===== config.mk =====
export PLATFORM = sky130hd
export DESIGN_NAME = led_frame_sequencer
export DESIGN_NICKNAME = d
export VERILOG_FILES = /design/src/rtl/led_pkg.sv /design/src/rtl/led_gap_timer.sv /design/src/rtl/led_frame_sequencer.sv
export SDC_FILE = /design/constraint.sdc
export NUM_CORES = 1
export LEC_CHECK = 0
export BUFFER_PORTS_ARGS = -buffer_cell sky130_fd_sc_hd__buf_2
export CORE_ASPECT_RATIO = 0.6
export CORE_MARGIN = 2
export CORE_UTILIZATION = 50
export DETAILED_ROUTE_END_ITERATION = 12
export PLACE_DENSITY_LB_ADDON = 0.25
export SYNTH_ARGS = -nofsm -noshare
export SYNTH_HDL_FRONTEND = slang
export SYNTH_SLANG_ARGS = --single-unit

===== constraint.sdc =====
create_clock -name clk -period 2.9 [get_ports clk]
set_input_delay 0.29 -clock clk [delete_from_list [all_inputs] [get_ports clk]]
set_output_delay 0.29 -clock clk [all_outputs]
set_load 0.05 [all_outputs]

===== src/rtl/led_pkg.sv =====
// led_pkg: state encoding and sizing helpers shared by the LED frame sequencer
package led_pkg;
    typedef enum logic [2:0] {IDLE, FETCH, LOAD, SEND, DRAIN, LATCH} state_t;
    localparam int BPL_DEFAULT = 3;
    function automatic int nbytes(input int leds, input int bpl);
        return leds * bpl;
    endfunction
    function automatic int addr_w(input int n);
        return (n > 1) ? $clog2(n) : 1;
    endfunction
endpackage


===== src/rtl/led_gap_timer.sv =====
// led_gap_timer: loadable down-counter with a zero flag
//   clk, reset  clock, asynchronous active-high reset (count returns to RST_VAL)
//   load        load load_val, takes priority over en
//   load_val    value to load
//   en          decrement while nonzero
//   done        count is zero
module led_gap_timer #(
    parameter int W = 12,
    parameter logic [W-1:0] RST_VAL = '0
) (
    input  logic         clk,
    input  logic         reset,
    input  logic         load,
    input  logic [W-1:0] load_val,
    input  logic         en,
    output logic         done
);
    logic [W-1:0] cnt;
    always_ff @(posedge clk or posedge reset)
        if (reset) cnt <= RST_VAL;
        else if (load) cnt <= load_val;
        else if (en && cnt != '0) cnt <= cnt - 1'b1;
    assign done = cnt == '0;
endmodule


===== src/rtl/led_frame_sequencer.sv =====
// led_frame_sequencer: walks the pixel byte store, feeds the bit encoder, drains and holds the latch gap
//   clk, reset            clock, asynchronous active-high reset
//   upd_req_i             one-cycle refresh request
//   rd_en_o, rd_addr_o    pixel store read port, rd_data_i valid one clk after rd_en_o
//   enc_valid_o/_data_o   byte handshake to encoder with enc_ready_i, enc_idle_i = line drained
//   busy_o, frame_done_o  frame in progress, one-cycle pulse at end of latch gap
//   AUTO_REFRESH_EN       when defined, a free-running REFRESH_CYCLES period adds its own requests
module led_frame_sequencer import led_pkg::*; #(
    parameter int LED_CNT       = 10,
    parameter int BYTES_PER_LED = BPL_DEFAULT,
    parameter int LATCH_CYCLES  = 3000
`ifdef AUTO_REFRESH_EN
    , parameter int REFRESH_CYCLES = 500000
`endif
    , localparam int NBYTES = nbytes(LED_CNT, BYTES_PER_LED)
    , localparam int AW     = addr_w(NBYTES)
) (
    input  logic          clk,
    input  logic          reset,
    input  logic          upd_req_i,
    output logic          rd_en_o,
    output logic [AW-1:0] rd_addr_o,
    input  logic [7:0]    rd_data_i,
    output logic          enc_valid_o,
    output logic [7:0]    enc_data_o,
    input  logic          enc_ready_i,
    input  logic          enc_idle_i,
    output logic          busy_o,
    output logic          frame_done_o
);
    localparam int LW = addr_w(LATCH_CYCLES);
    state_t state, state_n;
    logic [AW-1:0] idx;
    logic pending, req, latch_zero, last_byte, frame_end;
`ifdef AUTO_REFRESH_EN
    localparam int RW = addr_w(REFRESH_CYCLES);
    logic refresh_wrap;
    // first wrap lands REFRESH_CYCLES clocks after reset, then every REFRESH_CYCLES
    led_gap_timer #(.W(RW), .RST_VAL(RW'(REFRESH_CYCLES - 1))) u_refresh (
        .clk(clk), .reset(reset), .load(refresh_wrap), .load_val(RW'(REFRESH_CYCLES - 1)),
        .en(1'b1), .done(refresh_wrap)
    );
    assign req = upd_req_i | refresh_wrap;
`else
    assign req = upd_req_i;
`endif
    led_gap_timer #(.W(LW)) u_latch (
        .clk(clk), .reset(reset), .load(state == DRAIN && enc_idle_i),
        .load_val(LW'(LATCH_CYCLES - 1)), .en(state == LATCH), .done(latch_zero)
    );
    assign last_byte = idx == AW'(NBYTES - 1);
    assign frame_end = state == LATCH && latch_zero;
    always_ff @(posedge clk or posedge reset)
        if (reset) state <= IDLE;
        else state <= state_n;
    // a request landing on frame_end is kept so it is not lost; IDLE consumes a leftover one
    always_ff @(posedge clk or posedge reset)
        if (reset) begin
            idx        <= '0;
            pending    <= 1'b0;
            enc_data_o <= '0;
        end else begin
            if (state == LOAD) enc_data_o <= rd_data_i;
            idx     <= (state == IDLE || state == LATCH) ? '0 :
                       (state == SEND && enc_ready_i && !last_byte) ? idx + 1'b1 : idx;
            pending <= (state == IDLE) ? 1'b0 : frame_end ? req : (pending | req);
        end
    always_comb begin
        state_n = state;
        case (state)
            IDLE:    if (req || pending) state_n = FETCH;
            FETCH:   state_n = LOAD;
            LOAD:    state_n = SEND;
            SEND:    if (enc_ready_i) state_n = last_byte ? DRAIN : FETCH;
            DRAIN:   if (enc_idle_i) state_n = LATCH;
            LATCH:   if (latch_zero) state_n = pending ? FETCH : IDLE;
            default: state_n = IDLE;
        endcase
    end
    always_comb begin
        busy_o       = state != IDLE;
        rd_en_o      = state == FETCH;
        rd_addr_o    = (state == FETCH) ? idx : '0;
        enc_valid_o  = state == SEND;
        frame_done_o = frame_end;
    end
endmodule

==> impl_metrics.csv, run 1 <==
group,metric,value,unit
grt,initial_antenna_violation_count,0,
setup_path,arrival,2.14,ns
place,detailedPlace.worstSlack,0.7905,ns
setup_path,cpPeakStageDelay,0.53,ns
final_layout,finish.net_count,208,
clock_network,tritoncts_num_sinks,29,
power_and_ir_drop,power.density,1009,nW/um^2
logic_synthesis,postSynth.asyncResetShare,1.000,
drt,detailroute.via_count,1346,
setup_path,critical_path_peak_fanout,9,
floorplanning,die_h,47.22,um
sta,report.final.hold_viol_count,0,
setup_path,top_family_by_delay_on_critical_path,"simple AND/OR/NAND/NOR gates",
setup_path,cp_slowest_cell,"nor4_1",
floorplanning,io_pins,30,
clock_network,cts_tree,"yes",
logic_synthesis,synth_simple_gate_area_frac,0.2677,
logic_synthesis,yosys_register_bits,29,
sta,fmax,410.9,MHz
grt,grt_pass1_vias,1236,
final_layout,antenna_cells_inserted,0,
place,io_buffer_count,29,
floorplanning,number_of_placement_rows,15,
place,place_area,1754,um^2
drt,drc,0,
final_layout,share_of_cells_above_drive_strength_1,0.2656,
final_layout,filler_cell_count,228,
clock_network,hold_fix_buffers_at_cts,0,
clock_network,cts-buffers-inserted,5,
floorplanning,floorplan.die_area,3590,um^2
hold_path,min_from,"rd_data_i[1]",
logic_synthesis,postSynthAreaPerCell,9.914,um^2
setup_path,cp.required,2.61,ns
clock_network,clk_root_buffer_cell,"clkbuf_8",
floorplanning,core_region_area,2909,um^2
sta,fin_tns_setup,0,ns
sta,worst_pin_slew,1.076,ns
drt,post_drt_wl_per_cell,15.65,um
sta,min_period_over_period,0.8392,
setup_path,timing.critical_path.cells,"nor4_1 > nand4b_1 > nor2_1 > buf_2",
hold_path,hp-class,"in2reg",
logic_synthesis,synth.net_count,174,
grt,grt_max_degree,30,
final_layout,fin_util,0.6490,
logic_synthesis,muxShareOfSynthArea,0.08360,
logic_synthesis,synth-xor-area-share,0.01688,
setup_path,ff2ff_setup_slack,0.82,ns
drt,detail_route.vias_per_cell,5.752,
run,number_of_violations_of_the_max_capacitance_limit,0,
setup_path,worstRegToRegCells,4,
floorplanning,fp.dieW,76.03,um
drt,dr.pass1.iters,4,
sta,layout_setup_ws,0.4663,ns
logic_synthesis,synth_adder_area_share,0.03215,
place,routabilityCongestion,0.8234,
setup_path,capturing_element_type_of_the_critical_path,"output pin",
drt,detailedRoute.firstIterationViolations,97,
sta,final-max-slew-violation-count,0,
clock_network,clock_tree.htree_level_count,2,
clock_network,cts_setup_buffers,0,
power_and_ir_drop,irDropWorstVdd,0.7218,mV
setup_path,r2r_start,"state[2]",
logic_synthesis,synth-compound-area-share,0.1045,
clock_network,ctsLongestPathBuffers,2,
power_and_ir_drop,power.leakage,0.8713,nW
place,dp.final_hpwl,2.580,mm
sta,setup_viol_count_final,0,
logic_synthesis,synth_flop_cell,"dfrtp_1",
logic_synthesis,synthCells,157,
logic_synthesis,ys_types,40,
drt,route.final.wire_length,3.662,mm
logic_synthesis,seq_area_frac_synth,0.4662,
setup_path,timing.rr.end,"u_latch.cnt[8]",
sta,grt_setup_unrepaired,"no",
grt,globalRoute.totalOverflow,0,
clock_network,cts-resized-gates,0,
clock_network,clock_latency,0.29,ns
grt,globalRouteTotalUtil,0.2224,
logic_synthesis,number_of_warnings_reported_in_the_yosys_synthesis_log,0,
sta,final.min_clock_period,2.434,ns
logic_synthesis,synth_edf_count,0,
logic_synthesis,synth_area,1556,um^2
final_layout,final_area,1888,um^2
hold_path,number_of_cells_traversed_by_the_worst_hold_path,2,
sta,slew-limit-headroom,0.2816,
final_layout,synthToLayoutAreaGrowth,21.30,%
clock_network,reg_clk_slew_reported_paths,0.06,ns
setup_path,worst_setup_path_start_kind,"flop",
setup_path,criticalPathCategory,"reg2out",
run_status,outcome,"finished, final reports clean",
sta,final.setup_skew,0.006301,ns
drt,route.antenna.remaining_nets,0,
floorplanning,start_util,0.5351,
logic_synthesis,main_combinational_cell_family_by_area_after_synthesis,"simple AND/OR/NAND/NOR gates",
setup_path,cp_num_buf_inv,1,
hold_path,hold_path_end,"enc_data_o[1]",
grt,grt_pass1_wl,5.899,mm
worst max-delay path by stage:
stage | depth (start not counted) | slack [ns] | from | to
finish | 4 | 0.47 | u_latch.cnt[5] | frame_done_o
global route | 4 | 0.32 | u_latch.cnt[5] | frame_done_o
CTS | 6 | 0.45 | u_latch.cnt[0] | frame_done_o
detailed placement | 6 | 0.79 | u_latch.cnt[0] | frame_done_o
global placement | 4 | 0.87 | u_latch.cnt[6] | u_latch.cnt[8]
floorplan | 5 | 0.74 | u_latch.cnt[0] | frame_done_o
Yosys cell counts (all sizes together), types with 4 or more instances:
cell / number / area share
ha: 4 / 0.032
mux2i: 4 / 0.026
and3: 6 / 0.024
inv: 8 / 0.019
mux2: 8 / 0.058
clkbuf: 4 / 0.0096
and2: 6 / 0.024
nand2: 9 / 0.022
o21ai: 6 / 0.019
a21oi: 8 / 0.026
nor3: 7 / 0.023
nor4: 4 / 0.016
dfrtp: 29 / 0.47
nand3b: 4 / 0.019
nor2: 13 / 0.031
cell families (layout without fill, tap and decap cells):
family                     count (synthesis)  in the layout
buffers and inverters                     12             47
adders and majority gates                  4              4
and+or+nand+nor                           71             71
xor gates and xnor gates                   3              3
muxes                                     12             12
DFF                                       29             29
AOI/OAI and AO/OA                         26             26
final cells by class:
| class | count | area, um^2 | area share |
|---|---|---|---|
| inverter | 8 | 30.03 | 0.01590 |
| timing repair buffer | 31 | 160.2 | 0.08482 |
| clock buffer | 5 | 68.82 | 0.03645 |
| multi-input combinational | 116 | 785.8 | 0.4162 |
| tap | 42 | 52.55 | 0.02783 |
| sequential | 29 | 725.7 | 0.3844 |
| clock inverter | 3 | 65.06 | 0.03446 |
power by group:
group | internal [mW] | total (mW) | switching, mW
registers | 0.518 | 0.636 | 0.118
clock network | 0.341 | 0.504 | 0.163
logic | 0.232 | 0.764 | 0.533
total | 1.09 | 1.90 | 0.813
routing by layer:
layer | global-route usage | wire, um | up-vias
met5 | 0 | 0 | -
met1 | 0.2876 | 1731 | 644
met4 | 0.08000 | 54 | 0
met3 | 0.09038 | 276 | 8
met2 | 0.3500 | 1599 | 52
li1 | - | - | 642
layout by cell type (no fill, tap or decap), types with 6 or more instances in the layout:
cell type | Yosys | final
inv_1 | 8 | 8
dfrtp_1 | 29 | 29
mux2_2 | 8 | 8
and3_1 | 6 | 6
nand2_1 | 9 | 9
nor3_1 | 7 | 7
nor2_1 | 13 | 13
a21oi_1 | 8 | 8
and2_1 | 6 | 6
buf_2 | 0 | 29
metrics by stage:
step | hold slack [ns] | power, mW | cells
global placement | 0.4829 | 1.372 | 226
floorplan | 0.3681 | 1.223 | 157
CTS | 0.2282 | 1.912 | 234
global route | 0.2325 | 1.994 | 234
finish | 0.2342 | 1.904 | 234
detailed placement | 0.4901 | 1.401 | 226
state kept, by name, indices dropped and copies added, names as in the netlist:
| name | flops |
|---|---|
| enc_data_o | 8 |
| pending | 1 |
| idx | 5 |
| u_latch.cnt | 12 |
| state | 3 |
Note: power is estimated with default switching activity, not from simulation.
==> run 2: changes to the inputs <==
clock period = 2.55 ns   (was 2.9 ns; I/O delays follow)
==> run 2 against run 1 <==
Compared with the run above:
- wire length fell by 4.6%
- sequential power rose by 9.6%
- worst hold slack got worse by 0.21 ns
- highest routed layer unchanged
- cell count rose by 1.3%
- combinational power rose by 18%
- setup slack got worse by 0.24 ns
- clock-buffer cell count rose by 2
- clock power fell by 2%
- die area did not move
- sequential share of layout area fell by 0.10 points
- power rose by 9.9%
- clock skew fell by 0.0032 ns
- critical endpoint unchanged
==> impl_metrics.csv, run 2 (same netlist as run 1, synthesis figures left out) <==
group,metric,value,unit
final_layout,fin_cells,237,
clock_network,cts_setup_buffers,0,
clock_network,reg_clk_slew_reported_paths,0.06,ns
run_status,outcome,"finished, final reports clean",
clock_network,clock_tree.htree_level_count,2,
setup_path,critical_path_peak_fanout,5,
sta,fin_hold_ws,0.02679,ns
power_and_ir_drop,power.density,1105,nW/um^2
sta,min_period_over_period,0.9123,
setup_path,cp.required,2.30,ns
power_and_ir_drop,pwr-share-clk,0.236,
final_layout,fin_util,0.6508,
drt,detailroute.via_count,1343,
run,number_of_violations_of_the_max_capacitance_limit,0,
grt,grt_max_degree,30,
final_layout,synthToLayoutAreaGrowth,21.62,%
place,dp.final_hpwl,2.571,mm
power_and_ir_drop,power_switching_share,0.4344,
grt,globalRouteTotalUtil,0.2123,
sta,fmax,429.8,MHz
clock_network,cts_tree,"yes",
final_layout,largest_register_ff_count,12,
clock_network,hold_fix_buffers_at_cts,0,
clock_network,clk_root_buffer_cell,"clkbuf_8",
sta,report.final.hold_viol_count,0,
setup_path,ff2ff_setup_slack,0.45,ns
hold_path,hp-class,"in2async",
sta,worst_pin_slew,0.6841,ns
clock_network,tritoncts_num_sinks,29,
clock_network,cts-resized-gates,0,
sta,final.min_clock_period,2.326,ns
clock_network,cts-buffers-inserted,5,
floorplanning,floorplan.die_area,3590,um^2
floorplanning,fp.dieW,76.03,um
drt,route.antenna.remaining_nets,0,
drt,detail_route.vias_per_cell,5.667,
drt,detailedRoute.firstIterationViolations,149,
setup_path,capturing_element_type_of_the_critical_path,"output pin",
floorplanning,number_of_placement_rows,15,
floorplanning,io_pins,30,
final_layout,filler_cell_count,239,
grt,globalRoute.totalOverflow,0,
sta,slew-limit-headroom,0.5422,
setup_path,criticalPathCategory,"reg2out",
power_and_ir_drop,pwr-share-comb,0.431,
power_and_ir_drop,seq_power_share,0.333,
sta,layout_setup_ws,0.2235,ns
sta,grt_setup_unrepaired,"no",
grt,grt_pass1_wl,5.526,mm
final_layout,share_of_cells_above_drive_strength_1,0.2718,
final_layout,max_flop_register,"u_latch.cnt",
setup_path,worst_setup_path_start_kind,"flop",
power_and_ir_drop,internal_power,1.183,mW
final_layout,area_occupied_by_multi_input_gates,785.8,um^2
clock_network,clock_latency,0.28,ns
power_and_ir_drop,netSwitchingPower,0.9088,mW
drt,dr.pass1.iters,4,
final_layout,top_regs,"u_latch.cnt (12), enc_data_o (8), idx (5)",
final_layout,finish.net_count,211,
setup_path,worstRegToRegCells,4,
final_layout,final_cell_mix,"29 x dfrtp_1, 29 x buf_2, 13 x nor2_1, 9 x nand2_1",
grt,initial_antenna_violation_count,0,
place,routabilityCongestion,0.8726,
floorplanning,start_util,0.5351,
floorplanning,core_region_area,2909,um^2
place,io_buffer_count,29,
setup_path,arrival,2.07,ns
sta,final-max-slew-violation-count,0,
drt,drc,0,
power_and_ir_drop,irDropWorstVdd,0.6013,mV
drt,post_drt_wl_per_cell,14.74,um
floorplanning,die_h,47.22,um
final_layout,antenna_cells_inserted,0,
clock_network,ctsLongestPathBuffers,2,
power_and_ir_drop,power.leakage,0.8751,nW
sta,setup_viol_count_final,0,
sta,fin_tns_setup,0,ns
place,numPlacedInstances,229,
place,detailedPlace.worstSlack,0.4568,ns
drt,route.final.wire_length,3.493,mm
grt,grt_pass1_vias,1181,
setup_path,timing.rr.end,"u_latch.cnt[8]",
setup_path,r2r_start,"u_latch.cnt[6]",
sta,final.setup_skew,0.003140,ns
final_layout,sequential_cell_area,725.7,um^2
-- run 2: cell types whose count changed in the layout (fill, tap and decap cells not counted) --
cell       delta
buf_4         +3
clkinv_2      -1
bufinv_16     -1
clkbuf_1      +1
clkbuf_8      +1
-- run 2: worst max-delay path, stage by stage (launching register included) --
cell and delay [ns]:
dfrtp_1 0.40, inv_1 0.12, ha_1 0.16, nor3b_1 0.39, nand4b_1 0.28, nor2_1 0.17
buf_2 0.28
-- run 2: area by class of cell --
cell class,instances,share of cell area
Clock inverter,1,0.01586
Timing Repair Buffer,34,0.09650
Clock buffer,7,0.04560
Sequential cell,29,0.3833
Multi-Input combinational cell,116,0.4151
Tap cell,42,0.02776
Inverter,8,0.01586
-- run 2: layer usage --
| metal | global-route usage | up-vias | share of wire |
|---|---|---|---|
| met3 | 0.09423 | 4 | 0.085 |
| met2 | 0.3196 | 68 | 0.41 |
| met1 | 0.2789 | 618 | 0.49 |
| li1 | - | 653 | - |
| met5 | 0 | - | 0 |
| met4 | 0.08000 | 0 | 0.012 |
-- run 2: power groups by stage --
stage	sequential [mW]	combinational [mW]	clock, mW
3_5_place_dp	0.701	0.900	0
6_report	0.697	0.902	0.493
5_1_grt	0.715	0.967	0.526
4_1_cts	0.693	0.903	0.501
3_3_place_gp	0.692	0.881	0
2_1_floorplan	0.909	0.482	0
-- run 2: worst max-delay path by stage --
stage / start / end / slack [ns] / cells past startpoint
final: u_latch.cnt[0] / frame_done_o / 0.22 / 6
after floorplan: u_latch.cnt[0] / frame_done_o / 0.42 / 5
after global routing: u_latch.cnt[6] / frame_done_o / 0.14 / 4
after global placement: u_latch.cnt[6] / u_latch.cnt[8] / 0.52 / 4
after CTS: u_latch.cnt[0] / frame_done_o / 0.25 / 6
after detailed placement: u_latch.cnt[6] / u_latch.cnt[8] / 0.46 / 4
-- run 2: metrics by stage --
stage               total power [mW]  cell area, um^2
global route                   2.208             1893
floorplan                      1.391             1556
CTS                            2.097             1893
detailed placement             1.602             1777
global placement               1.573             1777
finish                         2.092             1893
==> run 3: changes to the inputs <==
CORE_UTILIZATION = 49   (was 50)
REMOVE_ABC_BUFFERS = 1   (was not set)
SLEW_MARGIN = 0   (was not set)
==> run 3 against run 2 <==
Compared with the run above:
- utilization shrank 0.23 points
- cell area grew 0.92%
- register-to-register slack gained 0.03 ns
- fmax grew 6.9%
- wire length shrank 3.7%
- via count shrank 2.0%
- critical endpoint unchanged
- largest cell class unchanged
- highest routed layer unchanged
==> impl_metrics.csv, run 3 (same netlist as run 1, synthesis figures left out) <==
group,metric,value,unit
run_status,outcome,"finished, final reports clean",
sta,slew-limit-headroom,0.5455,
sta,fin_hold_ws,0.04954,ns
grt,globalRoute.totalOverflow,0,
setup_path,cpPeakStageDelay,0.39,ns
final_layout,finish.net_count,211,
place,place_area,1777,um^2
final_layout,sequential_cell_area,725.7,um^2
drt,route.antenna.remaining_nets,0,
floorplanning,number_of_placement_rows,15,
drt,drc,0,
power_and_ir_drop,netSwitchingPower,0.9005,mW
grt,grt_pass1_wl,5.533,mm
setup_path,worst_setup_path_start_kind,"flop",
grt,grt_max_degree,30,
clock_network,cts_setup_buffers,0,
final_layout,fin_cells,237,
sta,layout_setup_ws,0.3736,ns
floorplanning,die_h,47.66,um
final_layout,share_of_cells_above_drive_strength_1,0.2769,
setup_path,criticalPathCategory,"reg2out",
floorplanning,fp.dieW,76.76,um
final_layout,fin_util,0.6484,
clock_network,cts-resized-gates,0,
grt,initial_antenna_violation_count,0,
final_layout,final_area,1911,um^2
sta,report.final.hold_viol_count,0,
drt,dr.pass1.iters,4,
power_and_ir_drop,power.density,1127,nW/um^2
clock_network,tritoncts_num_sinks,29,
setup_path,cp_num_buf_inv,2,
drt,detailroute.via_count,1316,
clock_network,hold_fix_buffers_at_cts,0,
sta,grt_setup_unrepaired,"no",
final_layout,max_flop_register,"u_latch.cnt",
setup_path,arrival,1.92,ns
final_layout,largest_register_ff_count,12,
power_and_ir_drop,internal_power,1.252,mW
sta,fmax,459.5,MHz
final_layout,filler_cell_count,233,
setup_path,top_family_by_delay_on_critical_path,"simple AND/OR/NAND/NOR gates",
hold_path,hp-class,"in2async",
final_layout,top_regs,"u_latch.cnt (12), enc_data_o (8), idx (5)",
power_and_ir_drop,power_switching_share,0.4184,
clock_network,clock_latency,0.28,ns
sta,final-max-slew-violation-count,0,
power_and_ir_drop,seq_power_share,0.322,
clock_network,cts_tree,"yes",
place,dp.final_hpwl,2.444,mm
place,routabilityCongestion,0.8492,
place,numPlacedInstances,229,
grt,globalRouteTotalUtil,0.2042,
setup_path,critical_path_startpoint,"u_latch.cnt[0]",
setup_path,cp.required,2.30,ns
clock_network,ctsLongestPathBuffers,2,
clock_network,clock_tree.htree_level_count,2,
final_layout,final_cell_mix,"29 x dfrtp_1, 29 x buf_2, 13 x nor2_1, 9 x nand2_1",
power_and_ir_drop,pwr-share-comb,0.416,
clock_network,cts-buffers-inserted,5,
setup_path,cp_slowest_cell,"dfrtp_1",
place,detailedPlace.worstSlack,0.4935,ns
setup_path,critical_path_peak_fanout,3,
power_and_ir_drop,total_power,2.152,mW
drt,detailedRoute.firstIterationViolations,80,
clock_network,clk_root_buffer_cell,"clkbuf_8",
run,number_of_violations_of_the_max_capacitance_limit,0,
sta,fin_tns_setup,0,ns
power_and_ir_drop,power.leakage,0.8848,nW
setup_path,timing.critical_path.cells,"inv_1 > ha_1 > nor3b_1 > nand4b_1 > nor2_1 > buf_2",
final_layout,synthToLayoutAreaGrowth,22.75,%
clock_network,reg_clk_slew_reported_paths,0.06,ns
setup_path,r2r_start,"u_latch.cnt[6]",
drt,detail_route.vias_per_cell,5.553,
final_layout,area_occupied_by_multi_input_gates,785.8,um^2
floorplanning,core_region_area,2947,um^2
sta,min_period_over_period,0.8535,
sta,setup_viol_count_final,0,
grt,grt_pass1_vias,1148,
sta,final.min_clock_period,2.176,ns
drt,post_drt_wl_per_cell,14.20,um
drt,route.final.wire_length,3.365,mm
sta,final.setup_skew,0.002565,ns
place,io_buffer_count,29,
final_layout,antenna_cells_inserted,0,
power_and_ir_drop,irDropWorstVdd,0.5203,mV
floorplanning,io_pins,30,
floorplanning,floorplan.die_area,3658,um^2
floorplanning,start_util,0.5282,
power_and_ir_drop,pwr-share-clk,0.262,
sta,worst_pin_slew,0.6792,ns
setup_path,capturing_element_type_of_the_critical_path,"output pin",
==> run 3: area by class of cell <==
| cell class | instances | share of cell area |
|---|---|---|
| multi-input combinational | 116 | 0.4113 |
| sequential | 29 | 0.3798 |
| timing repair buffer | 34 | 0.09561 |
| clock buffer | 5 | 0.03602 |
| clock inverter | 3 | 0.03405 |
| tap | 42 | 0.02750 |
| inverter | 8 | 0.01572 |
==> run 3: worst register-to-register path: stages, from the launching register on <==
cell	delay (ns)
dfrtp_1	0.42
or4_4	0.56
or4_4	0.53
o21ai_1	0.11
or3b_1	0.34
==> run 3: final timing paths <==
path	cells past startpoint	to	slack (ns)
min	3	enc_data_o[1]	0.05
min in group clk	2	enc_data_o[1]	0.20
max	6	frame_done_o	0.37
max reg2reg	4	u_latch.cnt[8]	0.48
max in group asynchronous	3	u_latch.cnt[5]	2.23
min reg2reg	1	enc_data_o[0]	0.50
==> run 3: layer usage <==
layer,vias up,track usage,part of all wire
met1,618,0.2885,0.50
met5,-,0,0
met3,5,0.05849,0.066
li1,652,-,-
met2,41,0.3035,0.42
met4,0,0.08364,0.0083
==> run 3: power by group through the flow <==
stage	logic [mW]	registers [mW]	clock network, mW
global placement	0.882	0.691	0
CTS	0.901	0.692	0.574
finish	0.895	0.694	0.563
floorplan	0.454	0.929	0
global route	0.969	0.714	0.595
detailed placement	0.898	0.701	0
